<file path="src/rtl/mem_stage.sv">
// Memory stage of the pipeline: issues data SRAM requests for loads and stores
// on acceptance from EX, holds the result, and extracts load data for WB.
module mem_stage (
    input  logic        clk,
    input  logic        resetn,

    input  logic        ex_valid,
    input  logic [31:0] ex_pc,
    input  logic [31:0] ex_alu_result,
    input  logic [31:0] ex_rt_value,
    input  logic        ex_mem_read,
    input  logic        ex_mem_write,
    input  logic [2:0]  ex_mem_type,
    input  logic        ex_reg_we,
    input  logic [4:0]  ex_reg_waddr,
    input  logic        mem_flush,
    output logic        mem_allowin,

    output logic        data_sram_en,
    output logic [3:0]  data_sram_wen,
    output logic [31:0] data_sram_addr,
    output logic [31:0] data_sram_wdata,
    input  logic [31:0] data_sram_rdata,

    input  logic        wb_allowin,
    output logic        wb_valid,
    output logic [31:0] wb_pc,
    output logic        wb_reg_we,
    output logic [4:0]  wb_reg_waddr,
    output logic [31:0] wb_reg_wdata,
    output logic        wb_addr_err,
    output logic [4:0]  mem_dest
);

    localparam logic [2:0] MT_BYTE  = 3'b000;
    localparam logic [2:0] MT_BYTEU = 3'b001;
    localparam logic [2:0] MT_HALF  = 3'b010;
    localparam logic [2:0] MT_HALFU = 3'b011;

    logic        mem_valid;
    logic [31:0] mem_pc;
    logic [31:0] mem_alu_result;
    logic        mem_read;
    logic [2:0]  mem_type;
    logic        mem_reg_we;
    logic [4:0]  mem_reg_waddr;
    logic        mem_addr_err;

    logic        captured;
    logic [31:0] hold_data;

    logic        accept;
    logic        ex_is_mem;
    logic        ex_addr_err;

    assign mem_allowin = resetn & (~mem_valid | wb_allowin) & ~mem_flush;
    assign accept      = ex_valid & mem_allowin;
    assign ex_is_mem   = ex_mem_read | ex_mem_write;

    always_comb begin
        ex_addr_err = 1'b0;
        if (ex_is_mem) begin
            if (ex_mem_type[2])
                ex_addr_err = (ex_alu_result[1:0] != 2'b00);
            else if (ex_mem_type[1])
                ex_addr_err = ex_alu_result[0];
        end
    end

    // The request goes out straight from the EX inputs in the accept cycle.
    assign data_sram_en   = accept & ex_is_mem & ~ex_addr_err;
    assign data_sram_addr = {ex_alu_result[31:2], 2'b00};

    always_comb begin
        data_sram_wen   = 4'b0000;
        data_sram_wdata = ex_rt_value;
        if (ex_mem_type[2]) begin
            data_sram_wdata = ex_rt_value;
        end else if (ex_mem_type[1]) begin
            data_sram_wdata = {2{ex_rt_value[15:0]}};
        end else begin
            data_sram_wdata = {4{ex_rt_value[7:0]}};
        end
        if (data_sram_en && ex_mem_write) begin
            if (ex_mem_type[2])
                data_sram_wen = 4'b1111;
            else if (ex_mem_type[1])
                data_sram_wen = ex_alu_result[1] ? 4'b1100 : 4'b0011;
            else
                data_sram_wen = 4'b0001 << ex_alu_result[1:0];
        end
    end

    always_ff @(posedge clk) begin
        if (!resetn) begin
            mem_valid      <= 1'b0;
            mem_pc         <= 32'h0;
            mem_alu_result <= 32'h0;
            mem_read       <= 1'b0;
            mem_type       <= 3'b000;
            mem_reg_we     <= 1'b0;
            mem_reg_waddr  <= 5'd0;
            mem_addr_err   <= 1'b0;
            captured       <= 1'b0;
            hold_data      <= 32'h0;
        end else begin
            if (mem_flush) begin
                mem_valid <= 1'b0;
            end else if (accept) begin
                mem_valid      <= 1'b1;
                mem_pc         <= ex_pc;
                mem_alu_result <= ex_alu_result;
                mem_read       <= ex_mem_read;
                mem_type       <= ex_mem_type;
                mem_reg_we     <= ex_reg_we;
                mem_reg_waddr  <= ex_reg_waddr;
                mem_addr_err   <= ex_addr_err;
            end else if (mem_allowin) begin
                mem_valid <= 1'b0;
            end

            // SRAM output is only valid for one cycle; keep a copy for stalls.
            if (accept) begin
                captured <= 1'b0;
            end else if (mem_valid && !captured) begin
                captured  <= 1'b1;
                hold_data <= data_sram_rdata;
            end
        end
    end

    logic [31:0] load_word;
    logic [31:0] shifted_b;
    logic [31:0] shifted_h;
    logic [31:0] load_value;

    always_comb begin
        load_word = captured ? hold_data : data_sram_rdata;
        shifted_b = load_word >> {mem_alu_result[1:0], 3'b000};
        shifted_h = load_word >> {mem_alu_result[1], 4'b0000};
        case (mem_type)
            MT_BYTE:  load_value = {{24{shifted_b[7]}}, shifted_b[7:0]};
            MT_BYTEU: load_value = {24'h0, shifted_b[7:0]};
            MT_HALF:  load_value = {{16{shifted_h[15]}}, shifted_h[15:0]};
            MT_HALFU: load_value = {16'h0, shifted_h[15:0]};
            default:  load_value = load_word;
        endcase
    end

    assign wb_valid     = mem_valid;
    assign wb_pc        = mem_pc;
    assign wb_reg_we    = mem_valid & mem_reg_we & ~mem_addr_err;
    assign wb_reg_waddr = mem_reg_waddr;
    assign wb_reg_wdata = mem_read ? load_value : mem_alu_result;
    assign wb_addr_err  = mem_valid & mem_addr_err;
    assign mem_dest     = (mem_valid && mem_reg_we) ? mem_reg_waddr : 5'd0;

endmodule

</file>
<file path="config.mk">
export PLATFORM = sky130hd
export DESIGN_NAME = mem_stage
export DESIGN_NICKNAME = d
export VERILOG_FILES = /design/src/rtl/mem_stage.sv
export SDC_FILE = /design/constraint.sdc
export NUM_CORES = 1
export LEC_CHECK = 0
export ABC_CLOCK_PERIOD_IN_PS = 2700
export CORE_MARGIN = 2
export CORE_UTILIZATION = 37
export DETAILED_ROUTE_END_ITERATION = 10
export GPL_TIMING_DRIVEN = 0
export MAX_ROUTING_LAYER = met4
export PLACE_DENSITY = 0.73
export SYNTH_ARGS = -nofsm -noshare
export SYNTH_HDL_FRONTEND = slang
export SYNTH_SLANG_ARGS = --single-unit
</file>
<file path="constraint.sdc">
create_clock -name clk -period 2.7 [get_ports clk]
set_clock_uncertainty 0.05 [all_clocks]
set_input_delay 0.54 -clock clk [delete_from_list [all_inputs] [get_ports clk]]
set_output_delay 0.54 -clock clk [all_outputs]
set_load 0.02 [all_outputs]
</file>
==> results.md <==
* Status: finished, violations left
* Violated checks: negative setup slack
* DPL Wire Length at 17.7 mm
* Combinational Power Share at 0.263
* Max incr delay on CP at approximately 0.57 ns
* Met3 WL at 1.48 mm
* Largest area contributor in the netlist: dfxtp_1
* PwrDens at between 400 and 500 mW/mm²
* RePlAce Congestion at between 0.8 and 0.9
* Syn Area/Cell at approximately 8.4 µm²
* Most numerous cell in the Yosys netlist: nand2_1
* Critical Path Sink Type: primary output
* Hold wc startpoint: wb_pc[30]
* Area of the multi-input gates at 0.00377 mm²
* Critical Path Fanout Max at 5
* Flip-flop and latch area at roughly 0.0022 mm²
* Top Layer Used: met4
* Internal cell power at 3.01 mW
* Pin count of the biggest net entering global routing at 20
* Num ports at slightly below 300
* Worst Path Arrival at ~2.2 ns
* Clock-pin slew on the worst setup and hold paths at ~0.08 ns
* Rel. slew slack at 0.601
* Slowest cell on crit path: a222oi_1
* Worst setup slack after layout at -0.130 ns
* Sw Pwr at about 1.2 mW
* CP Launch Point: captured
* Post-synth top area share at 0.345
* Global router's overall resource usage at 0.257
* Avg WL per Cell at approximately 18 µm
* DRC violations left at 0
* Clk buf depth at 2
* FMAX at approximately 0.35 GHz
* Routed WL at 23.2 mm
* Sequential Power Share at 0.404
* Final setup TNS at -0.375 ns
* Top cells by area, synth: dfxtp_1 (35%), nand2_1 (11%), mux2i_1 (11%)
* Nets at around 1200
* Vias at approximately 6500
* Worst path cell trace: buf_6, buf_8, mux2_4, a222oi_1, a21o_1, nand2_1, buf_6
* Sequential fraction of the synthesis area at 0.345
* Max Cap Viol at 0
* Slew Viols, Final at 0
* DR iter-0 viols at 432
* #FFs+latches synth at ~110
* Unrepaired setup endpoints after global routing: yes
* Horiz. Die Dim at ~130 µm
* PortBufs at 287
* Count of clock tree sinks at about 110
* Setup violators final at 9
* Maximum VDD drop at between 0.2 and 0.3 mV
* Vias per cell at just under 5
* Starting Density at 0.380
* Vias in the first global route at about 6500
* Area Overhead vs Synth at 62.6%
* Met2 routed WL at between 10 and 15 mm
* Ys async rst share at 0
* Fillers at 1487
* Overflow after GRT at 0
* Ys flop type: dfxtp_1
* Die area at ~0.018 mm²
* Rows at 47
* Worst skew pair latency at between 0.3 and 0.4 ns
* TritonCTS buffer count at 9
* First-pass GRT wire length at around 35 mm
* Sw frac at 0.286
* Worst slew pin tran at 0.598 ns
* Die height at around 130 µm
* TritonCTS clock tree: done
* Part of the cycle the worst path needs at 1.05
* Drt first pass iters at 6
* Antenna violations before repair at 2
* Commonest cells in the netlist: nand2_1 (186), dfxtp_1 (109), a21boi_0 (72)
* WP data required at approximately 2.1 ns
* Pwr Total at 4.22 mW
* Root buffer cell: clkbuf_16
* Core box area at roughly 0.017 mm²
* Cell mode on critical path: buf_6
* RR Startpoint: wb_valid
* Yosys cell types at 43
* Worst Hold Class: reg -> reg
* Startpoint types: flip-flop
* Synth warn at 0
* Leak at approximately 4.0 nW
* Share of layout cells above drive strength 1 at 0.221
* Clk network pwr share at 0.333
* CTS H-tree lvls at 3
* Period minus WS final at 2.83 ns
* Number of enable flip-flop cells after synthesis at 0
* Hold Vio Cnt, Final at 0
* Post-Syn Area at between 0.006 and 0.007 mm²
* Cells after synthesis at 757
* Crit path kind: reg -> out
* M1 WL at about 9.2 mm
* Antenna-violating nets left at 0
-- power groups by stage --
stage / registers, mW / logic [mW] / clock network, mW
finish: 1.70 / 1.11 / 1.40
global route: 1.71 / 1.18 / 1.49
detailed placement: 1.74 / 1.06 / 0
CTS: 1.70 / 1.09 / 1.41
floorplan: 1.75 / 0.498 / 0
global placement: 1.73 / 1.06 / 0
-- cells by family (layout without fill, tap and decap cells) --
kind of cell,after synthesis,after routing,synth area share
flip-flops,109,109,0.345
multiplexers,113,113,0.196
AO/OA/AOI/OAI,153,153,0.173
buffers and inverters,102,423,0.0950
other,1,4,0.000593
AND/OR/NAND/NOR,279,279,0.190
-- through the flow --
stage          instance area (µm²)  setup slack, ns  hold WS (ns)  std cells   util
3_5_place_dp                  9480           -0.818         0.406       1265  0.569
5_1_grt                      10300           -0.118         0.435       1301  0.618
4_1_cts                      10100           -0.148         0.416       1297  0.607
2_1_floorplan                 6330            0.356         0.385        758      -
3_3_place_gp                  9480           -0.857         0.400       1265  0.569
6_report                     10300           -0.130         0.412       1301  0.618
-- final timing paths --
kind | to | slack (ns) | cells past startpoint
min reg2reg | wb_pc[30] | 0.41 | 2
min | wb_pc[30] | 0.41 | 2
max | wb_reg_wdata[13] | -0.13 | 7
max reg2reg | wb_pc[22] | 0.89 | 6
-- final cells by class --
cell class	count	area share
Antenna cell	2	0.000487
Timing Repair Buffer	312	0.299
Inverter	4	0.00158
Clock buffer	10	0.0232
Sequential cell	109	0.213
Clock inverter	6	0.00669
Tap cell	220	0.0268
Multi-Input combinational cell	547	0.367
Buffer	91	0.0628
-- what timing repair did --
action / 4_1_cts / 5_1_grt
setup buffers: 18 / 6
pin swaps: 20 / 11
gates resized for setup: 291 / 55
hold buffers: 0 / 0
setup endpoints to repair: 62 / 36
endpoints found under the hold margin: 0 / 0
gates cloned: 2 / 0
-- critical path, delay by kind of cell, from the launching register on --
| family | cells | cell delay (ns) |
|---|---|---|
| compound gates | 2 | 0.76 |
| buf+inv | 3 | 0.38 |
| flops | 1 | 0.38 |
| mux | 1 | 0.29 |
| simple gates | 1 | 0.07 |
-- layer usage --
layer / track usage / vias up
met3: 0.0537 / 39
met5: - / -
met2: 0.450 / 253
li1: - / 3180
met1: 0.295 / 2994
met4: 0.0807 / 0
-- sequential cells by signal, summed over array words and instances (netlist names) --
name and cells:
mem_type 3, mem_addr_err 1, wb_valid 1, captured 1, wb_reg_waddr 5, mem_alu_result 32
mem_reg_we 1, mem_read 1, hold_data 32, wb_pc 32
-- cells in the final DEF, fill, tap and decap left out, drive strengths merged, types with 8 or more instances in the layout --
master / netlist / layout
a21boi: 75 / 75
a21o: 9 / 9
a21oi: 28 / 28
a222oi: 8 / 8
buf: 69 / 123
clkbuf: 29 / 36
clkdlybuf4s50: 0 / 212
dfxtp: 109 / 109
dlygate4sd2: 0 / 37
mux2: 42 / 42
mux2i: 67 / 67
nand2: 186 / 186
nor2: 35 / 35
nor2b: 34 / 34
o21ai: 11 / 11
Note: power is estimated with default switching activity, not from simulation.
==> variant 1 (same flow settings) <==
Register the output `wb_pc` once more, cleared by the reset; this adds one clock of latency there. The other outputs are not delayed to match.
--- a/src/rtl/mem_stage.sv
+++ b/src/rtl/mem_stage.sv
@@ -148,7 +148,13 @@
     end
 
     assign wb_valid     = mem_valid;
-    assign wb_pc        = mem_pc;
+    always_ff @(posedge clk) begin
+        if (!resetn) begin
+            wb_pc <= '0;
+        end else begin
+            wb_pc <= mem_pc;
+        end
+    end
     assign wb_reg_we    = mem_valid & mem_reg_we & ~mem_addr_err;
     assign wb_reg_waddr = mem_reg_waddr;
     assign wb_reg_wdata = mem_read ? load_value : mem_alu_result;
Check against the original RTL: not equivalent (a bounded check fails within 4 cycles, from zero or initial values and one cycle with resetn low).
==> variant 1 against the unedited design <==
The run still ends with negative setup slack left. First-iteration DRC count shrank 6.3%. Design area grew 14%. Wire length grew 8.0%. Register-to-register slack lost 0.24 ns. Synthesized area grew 14%. Via count grew 9.8%. Power grew 34%. Worst setup slack lost 0.070 ns. Hold slack lost 0.0092 ns. Synthesized cell count grew 8.9%. Sequential cell count grew 32. Largest cell class unchanged. Largest power group is now the clock network. Highest routed layer unchanged.
==> variant 1: results (changes against the unedited design) <==
| Metric | Value |
|---|---|
| Synth top area cells | dfxtp_1 (39%), mux2i_1 (9.3%), nand2_1 (9.2%) |
| Routability congestion estimate | 0.9673 (+10%) |
| Hold Crit Class | flip-flop to flip-flop |
| Post-DP Area | 10,420 um^2 (+9.9%) |
| Multi-input gate area | 4031 um^2 (+6.9%) |
| Reg2Reg Setup Slack | 0.65 ns (-0.24 ns) |
| Crit path launch | mem_alu_result[1]$_SDFFE_PN0P_ |
| Slowest cell delay on critical path | 0.48 ns (-0.09 ns) |
| Largest net degree at the start of global routing | 18 (-10%) |
| Pre-CTS WS | -0.9619 ns (-0.1440 ns) |
| Leakage | 4.604 nW (+15%) |
| Drt first-iter violations | 405 (-6.3%) |
| Violated checks | negative setup slack |
| Final WS setup | -0.1997 ns (-0.06973 ns) |
| Fin. Hold Viols | 0 (unchanged) |
| Syn Inst Count | 824 (+8.9%) |
| Register area share after synthesis | 39.15% (+4.7 points) |
| Worst slew pin tran | 0.5615 ns (-0.03697 ns) |
| Worst reg-to-reg path cell count | 5 (-1) |
| CTS Buf Count | 17 (+8) |
| Final setup viols | 25 (+16) |
| IR drop worst, VDD | 0.4359 mV (+46%) |
| GR Util All Layers | 23.75% (-2.0 points) |
| Crit path DAT | 2.31 ns (+0.07 ns) |
| Status | complete, but fails checks |
| CP endpoint | wb_reg_wdata[12] |
| Setup TNS | -2.348 ns (-1.973 ns) |
| Post-route insts no fill | 1,437 (+10%) |
| Fillers | 1,728 (+16%) |
| Routed vias/inst | 4.940 (-0.60%) |
| CP Max Fanout | 9 (+4) |
| Switch Pwr | 1.652 mW (+37%) |
| Ys async rst share | 0% (unchanged) |
| H-tree depth | 4 (+1) |
| Reg-to-reg endpoint | hold_data[20]$_SDFFE_PN0P_ |
| First-pass GRT wire length | 36,030 um (+2.7%) |
| Vias in the first global route | 6,789 (+4.9%) |
| First-pass DRT Iterations | 8 (+2) |
| Count of different cell masters after synthesis | 44 (+2.3%) |
| Commonest cells in the netlist | nand2_1 (176), dfxtp_1 (141), a21boi_0 (75) |
| Initial antenna violation count | 0 (-2) |
| # diodes | 0 (-2) |
| Latest clock arrival within the worst-skew pair | 0.42 ns (+0.07 ns) |
| Hpwl dp | 18,720 um (+5.6%) |
| DR WL/cell | 17.46 um (-2.2%) |
| Final #Nets | 1,303 (+7.0%) |
| Share of cells above drive strength 1 | 22.95% (+0.89 points) |
| CP top delay family | compound AO/OA/AOI/OAI gates |
| Clock transition at path regs | 0.07 ns |
-- variant 1: worst register-to-register path: cells and delay by family, from the launching register on --
| kind | cells | cell delay (ns) |
|---|---|---|
| flip-flops | 1 | 0.56 |
| AO/OA/AOI/OAI | 1 | 0.53 |
| multiplexers | 1 | 0.29 |
| AND/OR/NAND/NOR | 1 | 0.08 |
| buffers and inverters | 2 | 0.42 |
-- variant 1: metal layers --
layer / track usage [%] / wire length, um / vias up
met3: 7.564 / 2020 / 59
li1: - / - / 3420
met2: 40.68 / 12580 / 296
met4: 8.204 / 763 / 0
met1: 26.07 / 9736 / 3324
met5: - / 0 / -
-- variant 1: cells by family (layout without fill, tap and decap cells) --
group | Yosys count | count (layout) | share of synthesized area [%]
AND/OR/NAND/NOR | 311 | 311 | 19.84
AO/OA/AOI/OAI | 153 | 153 | 15.22
flip-flops | 141 | 141 | 39.15
multiplexers | 113 | 113 | 17.16
buffers and inverters | 105 | 452 | 8.573
other | 1 | 2 | 0.05202
-- variant 1: worst min path at each step --
stage / cells past startpoint / slack, ns / startpoint / end
floorplan: 1 / 0.38 / mem_pc[0]$_SDFFE_PN0P_ / wb_pc[0]$_SDFF_PN0_
global placement: 1 / 0.38 / mem_pc[27]$_SDFFE_PN0P_ / wb_pc[27]$_SDFF_PN0_
detailed placement: 1 / 0.39 / mem_pc[27]$_SDFFE_PN0P_ / wb_pc[27]$_SDFF_PN0_
CTS: 1 / 0.40 / mem_pc[20]$_SDFFE_PN0P_ / wb_pc[20]$_SDFF_PN0_
global route: 1 / 0.41 / mem_pc[1]$_SDFFE_PN0P_ / wb_pc[1]$_SDFF_PN0_
finish: 1 / 0.40 / mem_pc[2]$_SDFFE_PN0P_ / wb_pc[2]$_SDFF_PN0_
-- variant 1: repair_timing --
item	in CTS	in global routing
buffers inserted	16	14
endpoints found under the setup margin	62	44
gates cloned	0	2
pin swaps	20	18
gates resized for setup	262	125
hold buffers	0	0
-- variant 1: power by group through the flow --
stage	Combinational, mW	Clock [mW]	Sequential [mW]
floorplan	0.510	0	2.23
global placement	1.06	0	2.23
detailed placement	1.07	0	2.23
CTS	1.07	2.35	2.19
global route	1.22	2.44	2.19
finish	1.15	2.32	2.19
-- variant 1: layout make-up --
cell class              count  area share (%)
clock inverters            15           1.414
inverters                   4          0.1392
flip-flops and latches    141           24.23
well taps                 265           2.838
plain buffers              97           6.061
repair buffers            319           27.17
multi-input cells         579           34.50
clock buffers              17           3.641
==> variant 2 (same flow settings) <==
Without the edit above. Make the reset (`resetn`) asynchronous in one clocked block.
--- a/src/rtl/mem_stage.sv
+++ b/src/rtl/mem_stage.sv
@@ -91,7 +91,7 @@
         end
     end
 
-    always_ff @(posedge clk) begin
+    always_ff @(posedge clk or negedge resetn) begin
         if (!resetn) begin
             mem_valid      <= 1'b0;
             mem_pc         <= 32'h0;
Behaviour: differs if resetn is asserted again (counterexample within 4 cycles, from zero or initial values and one cycle with resetn low); with resetn held inactive, the same outputs for 4 cycles.
==> variant 2 against the unedited design <==
The flow still finishes with violations (negative setup slack). Worst setup slack lost 0.098 ns. Synthesized area shrank 2.9%. Die area shrank 2.8%. First-iteration DRC count shrank 16%. Sequential cell count is the same. Design area grew 1.3%. Cell count shrank 14%. Wire length shrank 8.2%. Largest cell class is now buffers. Highest routed layer unchanged.
Power is not compared: it rests on default switching activity, and its combinational part moved more than twofold at a synthesized area within 25%.
==> variant 2: results (changes against the unedited design) <==
| Metric | Value |
|---|---|
| H-tree depth | 3 (unchanged) |
| CP Max Fanout | 7 (+2) |
| Ys async rst share | 100.0% (+100 points) |
| Commonest cells in the netlist | dfrtp_1 (109), mux2_2 (90), nand2_1 (56) |
| I/O Buffers | 287 (unchanged) |
| Synth top area cells | dfrtp_1 (44%), mux2_2 (17%), mux2i_1 (5.4%) |
| CP top delay family | buffers and inverters |
| Final #Nets | 1,042 (-14%) |
| Routability congestion estimate | 0.8787 (about the same) |
| First-pass DRT Iterations | 4 (-2) |
| Initial antenna violation count | 3 (+1) |
| Worst slew pin tran | 0.7807 ns (+0.1823 ns) |
| Violated checks | negative setup slack |
| DR WL/cell | 18.97 um (+6.2%) |
| Register area share after synthesis | 44.42% (+9.9 points) |
| Fillers | 1,322 (-11%) |
| Final WL | 21,340 um (-8.2%) |
| Largest net degree at the start of global routing | 49 (+150%) |
| Crit path DAT | 2.34 ns (+0.10 ns) |
| Final setup viols | 31 (+22) |
| Synth Warn # | 0 (unchanged) |
| First-pass GRT wire length | 31,690 um (-9.6%) |
| IR drop worst, VDD | 0.3002 mV |
| CTS Buf Count | 9 (unchanged) |
| Share of cells above drive strength 1 | 34.48% (+12 points) |
| Latest clock arrival within the worst-skew pair | 0.35 ns (about the same) |
| Routed vias/inst | 5.036 (+1.3%) |
| Vias in the first global route | 5,896 (-8.9%) |
| Hpwl dp | 15,100 um (-15%) |
| GR Util All Layers | 24.03% (-1.7 points) |
| Avg Cell Area, Syn | 10.99 um^2 (+31%) |
| Slowest cell delay on critical path | 0.54 ns (-0.03 ns) |
| Clk buf depth | 2 (unchanged) |
| Period utilisation layout | 108.5% (+3.6 points) |
| Hold Crit Class | primary input to asynchronous set/reset pin |
| Count of different cell masters after synthesis | 40 (-7.0%) |
| Clock transition at path regs | 0.07 ns |
| CP max stage cell | mux4_2 |
| Drt first-iter violations | 361 (-16%) |
| Status | complete, but fails checks |
| CTS root buf | clkbuf_16 |
| Final WS setup | -0.2282 ns (-0.09821 ns) |
| Leakage | 4.582 nW |
| DP Cell Count | 1,068 (-16%) |
variant 2: layout make-up:
cell class              count  area share, %
diodes                      3        0.07202
repair buffers            329          31.99
inverters                  32          1.152
well taps                 220          2.641
plain buffers              78          5.498
clock inverters             3         0.4441
clock buffers              12          2.365
flip-flops and latches    109          26.17
multi-input cells         339          29.67
variant 2: per-stage QoR:
step / instance area, um^2 / setup TNS [ns] / setup WS (ns)
after floorplan: 6145 / 0 / 0.2771
after global placement: 9293 / -911.36 / -5.544
after detailed placement: 9321 / -70.18 / -1.508
after CTS: 9882 / -4.012 / -0.2560
after global routing: 10420 / -6.294 / -0.2785
final: 10420 / -4.796 / -0.2282
variant 2: cells by family (layout without fill, tap and decap cells):
logic type | count (synthesis) | after routing | synth area share (%)
DFF | 109 | 109 | 44.42
buffers and inverters | 112 | 454 | 9.984
AOI/OAI and AO/OA | 105 | 105 | 11.88
other | 1 | 5 | 0.06107
muxes | 142 | 142 | 27.02
and+or+nand+nor | 90 | 90 | 6.642
variant 2: routing by layer:
metal	vias up	wire [um]	track usage, %
met5	-	0	-
met4	0	475	8.303
met3	34	1573	4.789
met2	261	10770	40.33
met1	2749	8518	28.92
li1	2622	-	-
variant 2: final timing paths:
| kind | endpoint | cells after the start | startpoint | slack [ns] |
|---|---|---|---|---|
| worst max-delay path | wb_reg_wdata[22] | 8 | captured$_DFFE_PN0P_ | -0.23 |
| worst min-delay path | mem_alu_result[0]$_DFFE_PN0P_ | 2 | resetn | 0.07 |
| worst max register to register | hold_data[15]$_DFFE_PN0P_ | 8 | wb_valid$_DFFE_PN0P_ | 0.42 |
| worst min register to register | hold_data[4]$_DFFE_PN0P_ | 1 | hold_data[4]$_DFFE_PN0P_ | 0.45 |
| max in group asynchronous | mem_addr_err$_DFFE_PN0P_ | 2 | resetn | 1.36 |
| min in group clk | hold_data[4]$_DFFE_PN0P_ | 1 | hold_data[4]$_DFFE_PN0P_ | 0.45 |
variant 2: report_power, final:
group	switching (mW)	internal [mW]	total, mW	leakage, nW
sequential	0.256	2.04	2.30	1.31
combinational	1.63	1.71	3.34	3.14
clock	0.612	0.744	1.36	0.139
variant 2: repair_timing:
action	CTS	global route
hold endpoints to repair	16	0
hold buffers	1	0
gates resized for setup	245	94
pin swaps	12	11
setup buffers	12	22
cloned	3	3
endpoints found under the setup margin	67	48
